$ cat src/rtl/nco_phase_gen_if.sv
// Configuration and phase-stream bundle for nco_phase_gen.
// The master side offers configuration and consumes theta. The slave side is the generator.
interface nco_phase_gen_if #(
  parameter int D_WIDTH   = 32,
  parameter int CNT_WIDTH = 16
);
  logic                 cfg_valid;
  logic                 cfg_ready;
  logic [D_WIDTH-1:0]   cfg_fcw;
  logic [D_WIDTH-1:0]   cfg_offset;
  logic [CNT_WIDTH-1:0] cfg_count;
  logic [D_WIDTH-1:0]   theta;
  logic                 theta_valid;
  logic                 theta_ready;

  modport master (
    output cfg_valid, cfg_fcw, cfg_offset, cfg_count, theta_ready,
    input  cfg_ready, theta, theta_valid
  );

  modport slave (
    input  cfg_valid, cfg_fcw, cfg_offset, cfg_count, theta_ready,
    output cfg_ready, theta, theta_valid
  );
endinterface

$ cat src/rtl/nco_phase_gen.sv
// NCO phase generator. It emits bursts of theta = acc + offset, where acc advances by fcw on every
// output handshake. A count of zero selects continuous output until abort.
module nco_phase_gen #(
  parameter int D_WIDTH   = 32,
  parameter int CNT_WIDTH = 16
) (
  input  logic           clk,
  input  logic           rst,
  nco_phase_gen_if.slave bus,
  input  logic           start,
  input  logic           abort,
  output logic           busy,
  output logic           done
);
  typedef enum logic [1:0] {
    S_IDLE = 2'd0,
    S_RUN  = 2'd1,
    S_DONE = 2'd2
  } state_t;

  localparam logic [CNT_WIDTH-1:0] CNT_ZERO = {CNT_WIDTH{1'b0}};
  localparam logic [CNT_WIDTH-1:0] CNT_ONE  = {{(CNT_WIDTH-1){1'b0}}, 1'b1};
  localparam logic [D_WIDTH-1:0]   D_ZERO   = {D_WIDTH{1'b0}};

  state_t               state_q, state_d;
  logic [D_WIDTH-1:0]   fcw_q, fcw_d, offset_q, offset_d;
  logic [D_WIDTH-1:0]   acc_q, acc_d, theta_q, theta_d;
  logic [CNT_WIDTH-1:0] count_q, count_d, rem_q, rem_d;
  logic                 theta_valid_q, theta_valid_d;
  logic                 busy_q, busy_d, done_q, done_d, cfg_ready_q, cfg_ready_d;
  logic                 cfg_hs_s, out_hs_s, finite_s, last_s, go_s;
  logic [D_WIDTH-1:0]   acc_next_s;

  assign cfg_hs_s   = bus.cfg_valid & cfg_ready_q;
  assign out_hs_s   = theta_valid_q & bus.theta_ready;
  assign finite_s   = (count_q != CNT_ZERO);
  assign last_s     = finite_s && (rem_q == CNT_ONE);
  assign go_s       = start & ~abort;
  assign acc_next_s = acc_q + fcw_q;

  always_comb begin
    state_d = state_q;
    case (state_q)
      S_IDLE: begin
        if (go_s) state_d = S_RUN;
        else      state_d = S_IDLE;
      end
      S_RUN: begin
        if (abort)                  state_d = S_IDLE;
        else if (out_hs_s && last_s) state_d = S_DONE;
        else                        state_d = S_RUN;
      end
      S_DONE:  state_d = S_IDLE;
      default: state_d = S_IDLE;
    endcase
  end

  // A start that coincides with a cfg handshake must see the freshly offered offset/count.
  always_comb begin
    fcw_d         = fcw_q;
    offset_d      = offset_q;
    count_d       = count_q;
    acc_d         = acc_q;
    rem_d         = rem_q;
    theta_d       = theta_q;
    theta_valid_d = theta_valid_q;
    if (cfg_hs_s) begin
      fcw_d    = bus.cfg_fcw;
      offset_d = bus.cfg_offset;
      count_d  = bus.cfg_count;
    end else begin
      fcw_d    = fcw_q;
    end
    case (state_q)
      S_IDLE: begin
        theta_valid_d = 1'b0;
        if (go_s) begin
          acc_d         = D_ZERO;
          theta_d       = cfg_hs_s ? bus.cfg_offset : offset_q;
          rem_d         = cfg_hs_s ? bus.cfg_count : count_q;
          theta_valid_d = 1'b1;
        end else begin
          theta_valid_d = 1'b0;
        end
      end
      S_RUN: begin
        if (out_hs_s) begin
          acc_d = acc_next_s;
          if (finite_s) rem_d = rem_q - CNT_ONE;
          else          rem_d = rem_q;
        end else begin
          acc_d = acc_q;
        end
        if (abort || (out_hs_s && last_s)) begin
          theta_valid_d = 1'b0;
        end else if (out_hs_s) begin
          theta_d       = acc_next_s + offset_q;
          theta_valid_d = 1'b1;
        end else begin
          theta_valid_d = theta_valid_q;
        end
      end
      S_DONE:  theta_valid_d = 1'b0;
      default: theta_valid_d = 1'b0;
    endcase
  end

  always_comb begin
    busy_d      = (state_d == S_RUN);
    done_d      = (state_d == S_DONE);
    cfg_ready_d = (state_d == S_IDLE);
  end

  always_ff @(posedge clk or posedge rst) begin
    if (rst) begin
      state_q       <= S_IDLE;
      fcw_q         <= D_ZERO;
      offset_q      <= D_ZERO;
      count_q       <= CNT_ZERO;
      acc_q         <= D_ZERO;
      rem_q         <= CNT_ZERO;
      theta_q       <= D_ZERO;
      theta_valid_q <= 1'b0;
      busy_q        <= 1'b0;
      done_q        <= 1'b0;
      cfg_ready_q   <= 1'b1;
    end else begin
      state_q       <= state_d;
      fcw_q         <= fcw_d;
      offset_q      <= offset_d;
      count_q       <= count_d;
      acc_q         <= acc_d;
      rem_q         <= rem_d;
      theta_q       <= theta_d;
      theta_valid_q <= theta_valid_d;
      busy_q        <= busy_d;
      done_q        <= done_d;
      cfg_ready_q   <= cfg_ready_d;
    end
  end

  assign bus.cfg_ready   = cfg_ready_q;
  assign bus.theta       = theta_q;
  assign bus.theta_valid = theta_valid_q;
  assign busy            = busy_q;
  assign done            = done_q;
endmodule

$ cat src/flat_wrapper.sv
// flat-port wrapper written by rule: the top's interface ports become plain ports
module nco_phase_gen_flat 
#(
  parameter int D_WIDTH   = 32,
  parameter int CNT_WIDTH = 16
)
  (clk, rst, start, abort, busy, done, bus_cfg_valid, bus_cfg_fcw, bus_cfg_offset, bus_cfg_count, bus_theta_ready, bus_cfg_ready, bus_theta, bus_theta_valid);
  nco_phase_gen_if #(.D_WIDTH(D_WIDTH), .CNT_WIDTH(CNT_WIDTH)) bus_i ();
  input  logic clk;
  input  logic rst;
  input  logic start;
  input  logic abort;
  output logic busy;
  output logic done;
  input wire logic [$bits(bus_i.cfg_valid)-1:0] bus_cfg_valid;
  input wire logic [$bits(bus_i.cfg_fcw)-1:0] bus_cfg_fcw;
  input wire logic [$bits(bus_i.cfg_offset)-1:0] bus_cfg_offset;
  input wire logic [$bits(bus_i.cfg_count)-1:0] bus_cfg_count;
  input wire logic [$bits(bus_i.theta_ready)-1:0] bus_theta_ready;
  output wire logic [$bits(bus_i.cfg_ready)-1:0] bus_cfg_ready;
  output wire logic [$bits(bus_i.theta)-1:0] bus_theta;
  output wire logic [$bits(bus_i.theta_valid)-1:0] bus_theta_valid;
  assign bus_i.cfg_valid = bus_cfg_valid;
  assign bus_i.cfg_fcw = bus_cfg_fcw;
  assign bus_i.cfg_offset = bus_cfg_offset;
  assign bus_i.cfg_count = bus_cfg_count;
  assign bus_i.theta_ready = bus_theta_ready;
  assign bus_cfg_ready = bus_i.cfg_ready;
  assign bus_theta = bus_i.theta;
  assign bus_theta_valid = bus_i.theta_valid;
  nco_phase_gen #(.D_WIDTH(D_WIDTH), .CNT_WIDTH(CNT_WIDTH)) u_core (.clk(clk), .rst(rst), .bus(bus_i), .start(start), .abort(abort), .busy(busy), .done(done));
endmodule
$ cat config.mk
export PLATFORM = sky130hd
export DESIGN_NAME = nco_phase_gen_flat
export DESIGN_NICKNAME = d
export VERILOG_FILES = /design/src/rtl/nco_phase_gen_if.sv /design/src/rtl/nco_phase_gen.sv /design/src/flat_wrapper.sv
export SDC_FILE = /design/constraint.sdc
export NUM_CORES = 1
export LEC_CHECK = 0
export ABC_AREA = 1
export BUFFER_PORTS_ARGS = -buffer_cell sky130_fd_sc_hd__clkbuf_2
export CORE_UTILIZATION = 40
export CTS_CLUSTER_DIAMETER = 40
export DETAILED_ROUTE_END_ITERATION = 8
export MAX_ROUTING_LAYER = met4
export PLACE_DENSITY = 0.58
export SLEW_MARGIN = 10
export SYNTH_ARGS = -nofsm -noshare
export SYNTH_HDL_FRONTEND = slang
export SYNTH_SLANG_ARGS = --single-unit
$ cat constraint.sdc
create_clock -name clk -period 14.7 [get_ports clk]
set_input_delay 2.94 -clock clk [delete_from_list [all_inputs] [get_ports clk]]
set_output_delay 2.94 -clock clk [all_outputs]
set_load 0.005 [all_outputs]
==> impl_metrics.ini, run 1 <==
[run_status]
outcome = finished, final reports clean

[clock_network]
clock-sinks = 166
cts_hold_repair.buffers = 0
cts_tree = built
clock_latency_ns = 0.44
clockBufferDepth = 2
clk_pin_slew_ns = 0.08
cts_resized = 0
cts_setup_buffers = 0
root_buffer = clkbuf_16
cts-buffers-inserted = 17
htreeDepth = 4

[yosys]
synth.largest_area_cell = dfrtp_1
syn-num-nets = 1519
synthSimpleGateAreaFrac_pct = 23.2
ys_top_cells_by_area = dfrtp_1, nand2_1, ha_1
yosysMostFrequentCell = nand2_1
synthAdderAreaFrac_pct = 7.97
synth_compound_area_share_pct = 14.3
yosys_warnings = 0
syn_inst = 1364
syn_area_per_cell_um2 = 8.08
synth_common_cells = nand2_1, dfrtp_1, inv_1, a21oi_1, nor2_1
synth_flop_cell = dfrtp_1
yosysSeqAreaShare_pct = 37.7
synth_top_family_by_area = simple AND/OR/NAND/NOR gates
syn_area_mm2 = 0.0110
synthMuxAreaShare_pct = 6.63
yosysTopAreaCellShare_pct = 37.5
async_flop_share_pct = 100
yosysUniqueCellTypes = 66
synth-xor-area-share_pct = 3.07
synth_edf_count = 0
ys_ff_latch = 166

[routing]
drtAntennaViolNets = 0
wl_mm = 30.2
dr.pass1.iters = 5
wl_per_cell_um = 16.5
vias = 9372
via_per_inst = 5.13
drc_errors = 0
drtIter0Drc = 414

[pwr]
internal-power_w = 0.00119
seqPwrFrac_pct = 29.0
power.switching_w = 0.00102
clockPowerShare_pct = 21.0
switching_share_pct = 46.0
power_frac_comb_pct = 50.0
ir_drop_mv = 0.0833
p_per_area_mw_per_mm2 = 177
power_leakage_nw = 6.29

[global_routing]
grt_max_degree = 80
antenna_found_initial = 0
first_global_vias = 9318
grt_overflow = 0
grt_first_pass_wirelength_mm = 49.0
track_usage_pct = 23.0

[place]
place.gp.congestion = 0.908
hpwl_mm = 22.9
dp_slack_ns = 9.40
numPortBuffers = 121

[layout]
final_core_util_pct = 46.2
syn_to_final_growth_pct = 13.2
final_net_count = 1628
drive_gt1_share_pct = 19.1
antenna-diode-count = 0

[floorplan]
fp.dieArea_mm2 = 0.0282
die_x_um = 168
ios = 122
num_rows = 60
start_util_pct = 40.8
die_height_um = 168
core_area_mm2 = 0.0270

[worst_setup_path]
end_kind = flip-flop
max_stage_delay_ns = 0.58
crit_type = input pin to flip-flop
cp_cell_sequence = clkbuf_2 -> nand2_1 -> nor2_4 -> inv_2 -> nand2_4 -> inv_1 -> a22o_1
reg2regPathDepth = 18
required_ns = 15.02
cp_slowest_cell = nor2_4
r2r_slack_ns = 10.82
start_kind = input pin
reg2reg_from = u_core.acc_q[7]$_DFFE_PP0P_
crit_fanout = 31
worst_ep_arrival_time_ns = 5.08
r2r-end = u_core.bus.theta[25]$_DFFE_PP0P_

[sta]
worst_slew_margin_rel_pct = 30.3
hold_violations = 0
maxSlewViolCount = 0
rsz0062_at_grt = false
worst_pin_slew_ns = 1.04
finalCritPeriodShare_pct = 32.4
fin_crit_ns = 4.76
worst_slack_ns = 9.94
tns_ns = 0
fin_skew_ns = 0.0167
fmax_ghz = 0.210
setup_viol_count_final = 0

[min_path]
hold_class = flip-flop to flip-flop
min-delay-start = u_core.bus.theta[24]$_DFFE_PP0P_
hold_end = u_core.bus.theta[24]$_DFFE_PP0P_
hold_path_depth = 2

[flow_run]
max_cap_viol_count = 0
## worst max-delay path, delay by kind of cell
| family | cells | cell delay, ns |
|---|---|---|
| buffers and inverters | 3 | 0.80 |
| AOI/OAI and AO/OA | 1 | 0.41 |
| and+or+nand+nor | 3 | 0.92 |
## registers in the layout, summed over array words and instances (netlist names), 2 cells and up
name / count
u_core.count_q: 16
u_core.acc_q: 32
u_core.offset_q: 32
u_core.fcw_q: 32
u_core.rem_q: 16
u_core.bus.theta: 32
u_core.state_q: 2
## power groups by stage
stage               clock network, W  registers, W  logic, W
finish                      0.000464      0.000641   0.00110
global route                0.000493      0.000654   0.00125
CTS                         0.000475      0.000642   0.00110
detailed placement                 0      0.000649   0.00109
global placement                   0      0.000649   0.00109
floorplan                          0      0.000625  0.000804
## metal layers
layer	track usage [%]	routed length, um	vias up
met5	-	0	-
met4	5.03	352	0
met3	3.13	923	22
met2	35.6	13600	165
met1	32.1	15300	4405
li1	-	-	4780
## area by class of cell
cell class | instances | area (um2)
fillers | 2759 | 14600
multi-input cells | 1016 | 6090
flip-flops and latches | 166 | 4160
repair buffers | 126 | 643
inverters | 146 | 556
well taps | 341 | 427
clock buffers | 17 | 425
clock inverters | 15 | 181
## how the worst max path moves through the flow
| stage | startpoint | to | slack [ns] | cells past startpoint |
|---|---|---|---|---|
| 2_1_floorplan | rst | u_core.acc_q[0]$_DFFE_PP0P_ | 7.27 | 1 |
| 4_1_cts | bus_theta_ready | u_core.acc_q[14]$_DFFE_PP0P_ | 9.88 | 7 |
| 6_report | bus_theta_ready | u_core.acc_q[14]$_DFFE_PP0P_ | 9.94 | 7 |
| 3_5_place_dp | bus_theta_ready | u_core.acc_q[11]$_DFFE_PP0P_ | 9.40 | 7 |
| 3_3_place_gp | bus_theta_ready | u_core.acc_q[31]$_DFFE_PP0P_ | 9.44 | 7 |
| 5_1_grt | bus_theta_ready | u_core.rem_q[14]$_DFFE_PP0P_ | 9.72 | 10 |
## per-stage QoR
step	hold slack [ns]	instance area [um2]	total power [W]	std cells
after floorplan	0.442	11000	0.00143	1364
after CTS	0.487	12500	0.00222	1827
after global routing	0.507	12500	0.00240	1827
final	0.480	12500	0.00221	1827
after global placement	0.467	11900	0.00174	1795
after detailed placement	0.465	11900	0.00174	1795
## layout by cell type (no fill, tap or decap), types with 23 or more instances in the layout
| cell | n |
|---|---|
| clkbuf_2 | 121 |
| ha_1 | 67 |
| nand3_1 | 73 |
| xor2_1 | 23 |
| inv_1 | 136 |
| dfrtp_1 | 165 |
| a21oi_1 | 121 |
| mux2_2 | 56 |
| o21ai_0 | 65 |
| nand2_1 | 300 |
| nor2_1 | 108 |
## cell families (layout without fill, tap and decap cells)
kind of cell | Yosys count | in the layout
buffers and inverters | 182 | 304
XOR/XNOR | 36 | 36
AND/OR/NAND/NOR | 576 | 576
adder cells (fa/ha/maj) | 69 | 69
flip-flops | 166 | 166
multiplexers | 66 | 66
AO/OA/AOI/OAI | 269 | 269
No activity file was read; power rests on OpenSTA's default activity.
==> inputs of run 2 (changes only) <==
- clock period: 14.7 -> 4.8 ns (I/O delays scaled with it)
==> run 2 against run 1 <==
  * Power rose to 3.1 times the previous value
  * Critical path depth rose by 15
  * Clock power rose to 3.1 times the previous value
  * Wire length rose by 1.1%
  * Sequential share of layout area fell by 0.057 points
  * Register-to-register slack got worse by 9.9 ns
  * Global-route usage barely moved
  * Worst hold slack improved by 0.0061 ns
  * First-iteration DRC count rose by 13%
  * Critical path type is now flip-flop to flip-flop
==> impl_metrics.ini, run 2 (same netlist as run 1, synthesis figures left out) <==
[floorplan]
core_area_mm2 = 0.0270
start_util_pct = 40.8
ios = 122
die_x_um = 168
fp.dieArea_mm2 = 0.0282
num_rows = 60
die_height_um = 168

[sta]
worst_pin_slew_ns = 1.16
hold_violations = 0
fin_skew_ns = 0.0202
worst_slew_margin_rel_pct = 22.5
setup_viol_count_final = 0
rsz0062_at_grt = false
fmax_ghz = 0.257
maxSlewViolCount = 0
finalCritPeriodShare_pct = 81.0
fin_crit_ns = 3.89
tns_ns = 0

[pwr]
power_leakage_nw = 6.29
power.switching_w = 0.00311
seqPwrFrac_pct = 28.9
switching_share_pct = 45.9
p_per_area_mw_per_mm2 = 542
internal-power_w = 0.00367
power_frac_comb_pct = 49.9
clockPowerShare_pct = 21.2
ir_drop_mv = 0.238

[global_routing]
grt_max_degree = 133
grt_overflow = 0
grt_util_met2_pct = 36.2
grtUsageMet1_pct = 31.8
top_usage_layer = met2
grt_first_pass_wirelength_mm = 49.2
grt.met3_usage_pct = 2.77
track_usage_pct = 23.0
antenna_found_initial = 0
first_global_vias = 9271

[clock_network]
cts-buffers-inserted = 17
clock_latency_ns = 0.44
clk_pin_slew_ns = 0.08
htreeDepth = 4
cts_hold_repair.buffers = 0
cts_resized = 0
root_buffer = clkbuf_16
clockBufferDepth = 2
cts_tree = built
clock-sinks = 166
cts_setup_buffers = 0

[worst_setup_path]
critPathBufInv = 2
required_ns = 5.14
critical_path.top_delay_family = simple AND/OR/NAND/NOR gates
reg2regPathDepth = 22
worst_ep_arrival_time_ns = 4.22
critPathMostFrequentCell = nand2_1
end_kind = flip-flop
reg2reg_from = u_core.acc_q[0]$_DFFE_PP0P_
max_stage_delay_ns = 0.38
crit_type = flip-flop to flip-flop
cp_slowest_cell = fa_1
start_kind = flip-flop
cp_cell_sequence = ha_1 -> inv_1 -> fa_1 -> inv_1 -> nand3_1 -> nand2_1 -> a21oi_2 -> o21ai_1 -> nand3_1 -> nand3_1 -> nand2_1 -> and2_1 -> ha_1 -> a21oi_1 -> o21ai_0 -> a21oi_1 -> nand2_1 -> nand2_1 -> a21o_1 -> nand3_1 -> nand2_1 -> nand2_1
crit_fanout = 5
r2r-end = u_core.bus.theta[21]$_DFFE_PP0P_
r2r_slack_ns = 0.91

[routing]
via_per_inst = 5.20
drtIter0Drc = 466
drc_errors = 0
vias = 9491
drtAntennaViolNets = 0
wl_mm = 30.5
wl_per_cell_um = 16.7
dr.pass1.iters = 4

[min_path]
hold_class = flip-flop to flip-flop
min-delay-start = u_core.state_q[0]$_DFF_PP0_
hold_end = u_core.bus.cfg_ready$_DFF_PP1_
hold_path_depth = 1

[place]
dp_cells = 1794
numPortBuffers = 121
hpwl_mm = 22.8
place.gp.congestion = 0.933

[layout]
layout_commonest_cell = nand2_1
stdcell_count = 1826
antenna-diode-count = 0
drive_gt1_share_pct = 19.1
syn_to_final_growth_pct = 13.4
final_net_count = 1627
layout_common_cells = nand2_1, dfrtp_1, inv_1

[run_status]
outcome = finished, final reports clean

[flow_run]
max_cap_viol_count = 0
==> run 2: power by group through the flow <==
stage                     clock, W  combinational [W]  sequential, W
final                      0.00144            0.00338        0.00196
after global routing       0.00152            0.00381        0.00200
after CTS                  0.00147            0.00337        0.00196
after detailed placement         0            0.00335        0.00198
after global placement           0            0.00336        0.00198
after floorplan                  0            0.00246        0.00191
==> run 2: area by class of cell <==
| type | count | area (um2) |
|---|---|---|
| fill | 2720 | 14500 |
| multi-input combinational | 1016 | 6090 |
| sequential | 166 | 4160 |
| timing repair buffer | 125 | 648 |
| inverter | 146 | 554 |
| tap | 341 | 427 |
| clock buffer | 17 | 425 |
| clock inverter | 15 | 199 |
==> run 2: stage by stage <==
stage	hold WS [ns]	util [%]	setup WS [ns]	cell area [um2]	power (W)
after global routing	0.493	46.2	0.520	12500	0.00733
final	0.486	46.2	0.913	12500	0.00677
after global placement	0.467	43.9	0.989	11900	0.00534
after detailed placement	0.466	43.9	0.937	11900	0.00533
after floorplan	0.442	-	1.62	11000	0.00438
after CTS	0.479	46.2	0.938	12500	0.00680
==> run 2: worst max-delay path by stage <==
stage	startpoint	end	slack, ns	cells past startpoint
5_1_grt	u_core.acc_q[0]$_DFFE_PP0P_	u_core.bus.theta[21]$_DFFE_PP0P_	0.52	22
2_1_floorplan	u_core.acc_q[0]$_DFFE_PP0P_	u_core.bus.theta[31]$_DFFE_PP0P_	1.62	24
6_report	u_core.acc_q[0]$_DFFE_PP0P_	u_core.bus.theta[21]$_DFFE_PP0P_	0.91	22
3_3_place_gp	u_core.acc_q[0]$_DFFE_PP0P_	u_core.bus.theta[21]$_DFFE_PP0P_	0.99	22
4_1_cts	u_core.acc_q[0]$_DFFE_PP0P_	u_core.bus.theta[21]$_DFFE_PP0P_	0.94	22
3_5_place_dp	u_core.acc_q[0]$_DFFE_PP0P_	u_core.bus.theta[21]$_DFFE_PP0P_	0.94	22
==> run 2: layer usage <==
metal | share of wire (%) | vias up
li1 | - | 4783
met1 | 49 | 4479
met2 | 46 | 206
met3 | 3.7 | 23
met4 | 1.1 | 0
met5 | 0 | -
==> inputs of run 3 (changes only) <==
- PLACE_DENSITY: 0.58 -> 0.6
- clock period: 4.8 -> 3.5 ns (I/O delays scaled with it)
==> run 3 against run 2 <==
  * Sequential share of layout area shrank 5.3 points
  * Register-to-register slack lost 0.86 ns
  * Via count grew 7.7%
  * Count of clock-buffer cells in the layout grew 1
  * Sequential cell count is the same
  * Cell area grew 19%
==> impl_metrics.ini, run 3 (same netlist as run 1, synthesis figures left out) <==
[worst_setup_path]
end_kind = flip-flop
crit_fanout = 5
r2r-end = u_core.bus.theta[19]$_DFFE_PP0P_
cp_slowest_cell = dfrtp_1
r2r_slack_ns = 0.06
start_kind = flip-flop
cp_cell_sequence = ha_2 -> nand2_1 -> o21ai_1 -> nand2_1 -> nand3_4 -> nand2_4 -> nand2_2 -> buf_6 -> xor2_4 -> ha_4 -> a21oi_4 -> o21ai_2 -> a21oi_2 -> nand2_2 -> buf_6 -> a21oi_4 -> xnor2_2 -> nand2_1 -> a21oi_2
required_ns = 3.88
crit_type = flip-flop to flip-flop
worst_ep_arrival_time_ns = 3.82
max_stage_delay_ns = 0.39
reg2regPathDepth = 19
reg2reg_from = u_core.fcw_q[4]$_DFFE_PP0P_
critPathMostFrequentCell = nand2_1

[layout]
stdcell_count = 1964
final_area_mm2 = 0.0149
layout_common_cells = nand2_1, dfrtp_1, buf_4
drive_gt1_share_pct = 39.1
syn_to_final_growth_pct = 34.9
antenna-diode-count = 0
regArea_mm2 = 0.00416
final_net_count = 1765
multi_input_area_mm2 = 0.00742
layout_commonest_cell = nand2_1
fillers = 2492

[sta]
fin_skew_ns = 0.0156
tns_ns = 0
finalCritPeriodShare_pct = 98.4
holdWs_ns = 0.385
fmax_ghz = 0.290
setup_viol_count_final = 0
worst_pin_slew_ns = 1.11
fin_crit_ns = 3.44
hold_violations = 0
rsz0062_at_grt = true
maxSlewViolCount = 0
worst_slew_margin_rel_pct = 25.8

[floorplan]
ios = 122
core_area_mm2 = 0.0270
start_util_pct = 40.8
die_height_um = 168
fp.dieArea_mm2 = 0.0282
die_x_um = 168
num_rows = 60

[place]
placed_cell_area_mm2 = 0.0126
dp_cells = 1895
hpwl_mm = 23.6
numPortBuffers = 121
place.gp.congestion = 0.984

[clock_network]
clockBufferDepth = 2
clock_latency_ns = 0.45
cts_tree = built
clock-sinks = 166
clk_pin_slew_ns = 0.07
root_buffer = clkbuf_16
cts-buffers-inserted = 17
htreeDepth = 4
cts_hold_repair.buffers = 0

[pwr]
clockPowerShare_pct = 16.0
seqPwrFrac_pct = 23.3
power_leakage_nw = 7.14
p_per_area_mw_per_mm2 = 792
internal-power_w = 0.00655
power_frac_comb_pct = 60.7
switching_share_pct = 44.4
ir_drop_mv = 0.385
power.switching_w = 0.00523

[min_path]
hold_class = input pin to async pin

[routing]
dr.pass1.iters = 4
drc_errors = 0
via_per_inst = 5.20
vias = 10200
wl_mm = 33.0
drtAntennaViolNets = 0
wl_per_cell_um = 16.8
drtIter0Drc = 536

[global_routing]
track_usage_pct = 23.6
grt_first_pass_wirelength_mm = 50.9
grt_overflow = 0
grt_max_degree = 99
first_global_vias = 9765
antenna_found_initial = 0

[flow_run]
max_cap_viol_count = 0

[run_status]
outcome = finished, final reports clean
run 3: cell types whose count changed in the layout (fill, tap and decap cells not counted), moves of 17 or more:
cell | previous run | this run
a21oi_1 | 121 | 81
a21oi_2 | 5 | 41
buf_4 | 3 | 131
ha_1 | 67 | 23
ha_4 | 0 | 37
inv_1 | 136 | 119
inv_2 | 8 | 25
nand2_1 | 300 | 264
nand2_2 | 12 | 38
nor2_1 | 108 | 91
run 3: how the worst max path moves through the flow:
| stage | startpoint | endpoint | slack, ns | cells past startpoint |
|---|---|---|---|---|
| 3_3_place_gp | u_core.acc_q[0]$_DFFE_PP0P_ | u_core.bus.theta[21]$_DFFE_PP0P_ | -0.27 | 22 |
| 4_1_cts | u_core.acc_q[5]$_DFFE_PP0P_ | u_core.bus.theta[18]$_DFFE_PP0P_ | 0.004 | 17 |
| 5_1_grt | u_core.fcw_q[5]$_DFFE_PP0P_ | u_core.bus.theta[19]$_DFFE_PP0P_ | -0.14 | 20 |
| 2_1_floorplan | u_core.acc_q[0]$_DFFE_PP0P_ | u_core.bus.theta[31]$_DFFE_PP0P_ | 0.32 | 24 |
| 3_5_place_dp | u_core.acc_q[0]$_DFFE_PP0P_ | u_core.bus.theta[21]$_DFFE_PP0P_ | -0.29 | 22 |
| 6_report | u_core.fcw_q[4]$_DFFE_PP0P_ | u_core.bus.theta[19]$_DFFE_PP0P_ | 0.06 | 19 |
run 3: through the flow:
step / setup slack (ns) / util, % / total power, W
floorplan: 0.322 / - / 0.00600
global placement: -0.267 / 46.8 / 0.00797
detailed placement: -0.293 / 46.8 / 0.00799
CTS: 0.00419 / 50.4 / 0.0103
global route: -0.141 / 55.0 / 0.0126
finish: 0.0561 / 55.0 / 0.0118
run 3: power by group through the flow:
stage / logic, W / clock network (W) / registers, W
after global placement: 0.00526 / 0 / 0.00271
final: 0.00715 / 0.00188 / 0.00274
after global routing: 0.00781 / 0.00200 / 0.00278
after detailed placement: 0.00528 / 0 / 0.00271
after floorplan: 0.00338 / 0 / 0.00262
after CTS: 0.00570 / 0.00193 / 0.00270
run 3: cell type report:
class | count | area share (%)
multi-input combinational | 1016 | 49.9
sequential | 166 | 28.0
timing repair buffer | 263 | 11.6
inverter | 146 | 3.73
clock buffer | 18 | 2.95
tap | 341 | 2.87
clock inverter | 14 | 0.934
run 3: worst max-delay path: cells and delay by family, from the launching register on:
family / cells / cell delay (ns)
simple gates: 7 / 0.75
flops: 1 / 0.39
buf+inv: 2 / 0.27
compound gates: 6 / 0.96
fa+ha+maj: 2 / 0.66
xor+xnor: 2 / 0.34
run 3: what timing repair did:
item / in CTS / in global routing
pin swaps: 13 / 80
endpoints found under the setup margin: 17 / 20
resized for setup: 46 / 233
setup buffers: 17 / 20
run 3: per-layer routing:
layer | vias to the layer above | share of wire [%] | GRT usage [%]
met5 | - | 0 | -
met1 | 4933 | 47 | 31.9
li1 | 5034 | - | -
met3 | 37 | 4.2 | 3.55
met4 | 0 | 1.5 | 5.86
met2 | 215 | 48 | 37.2
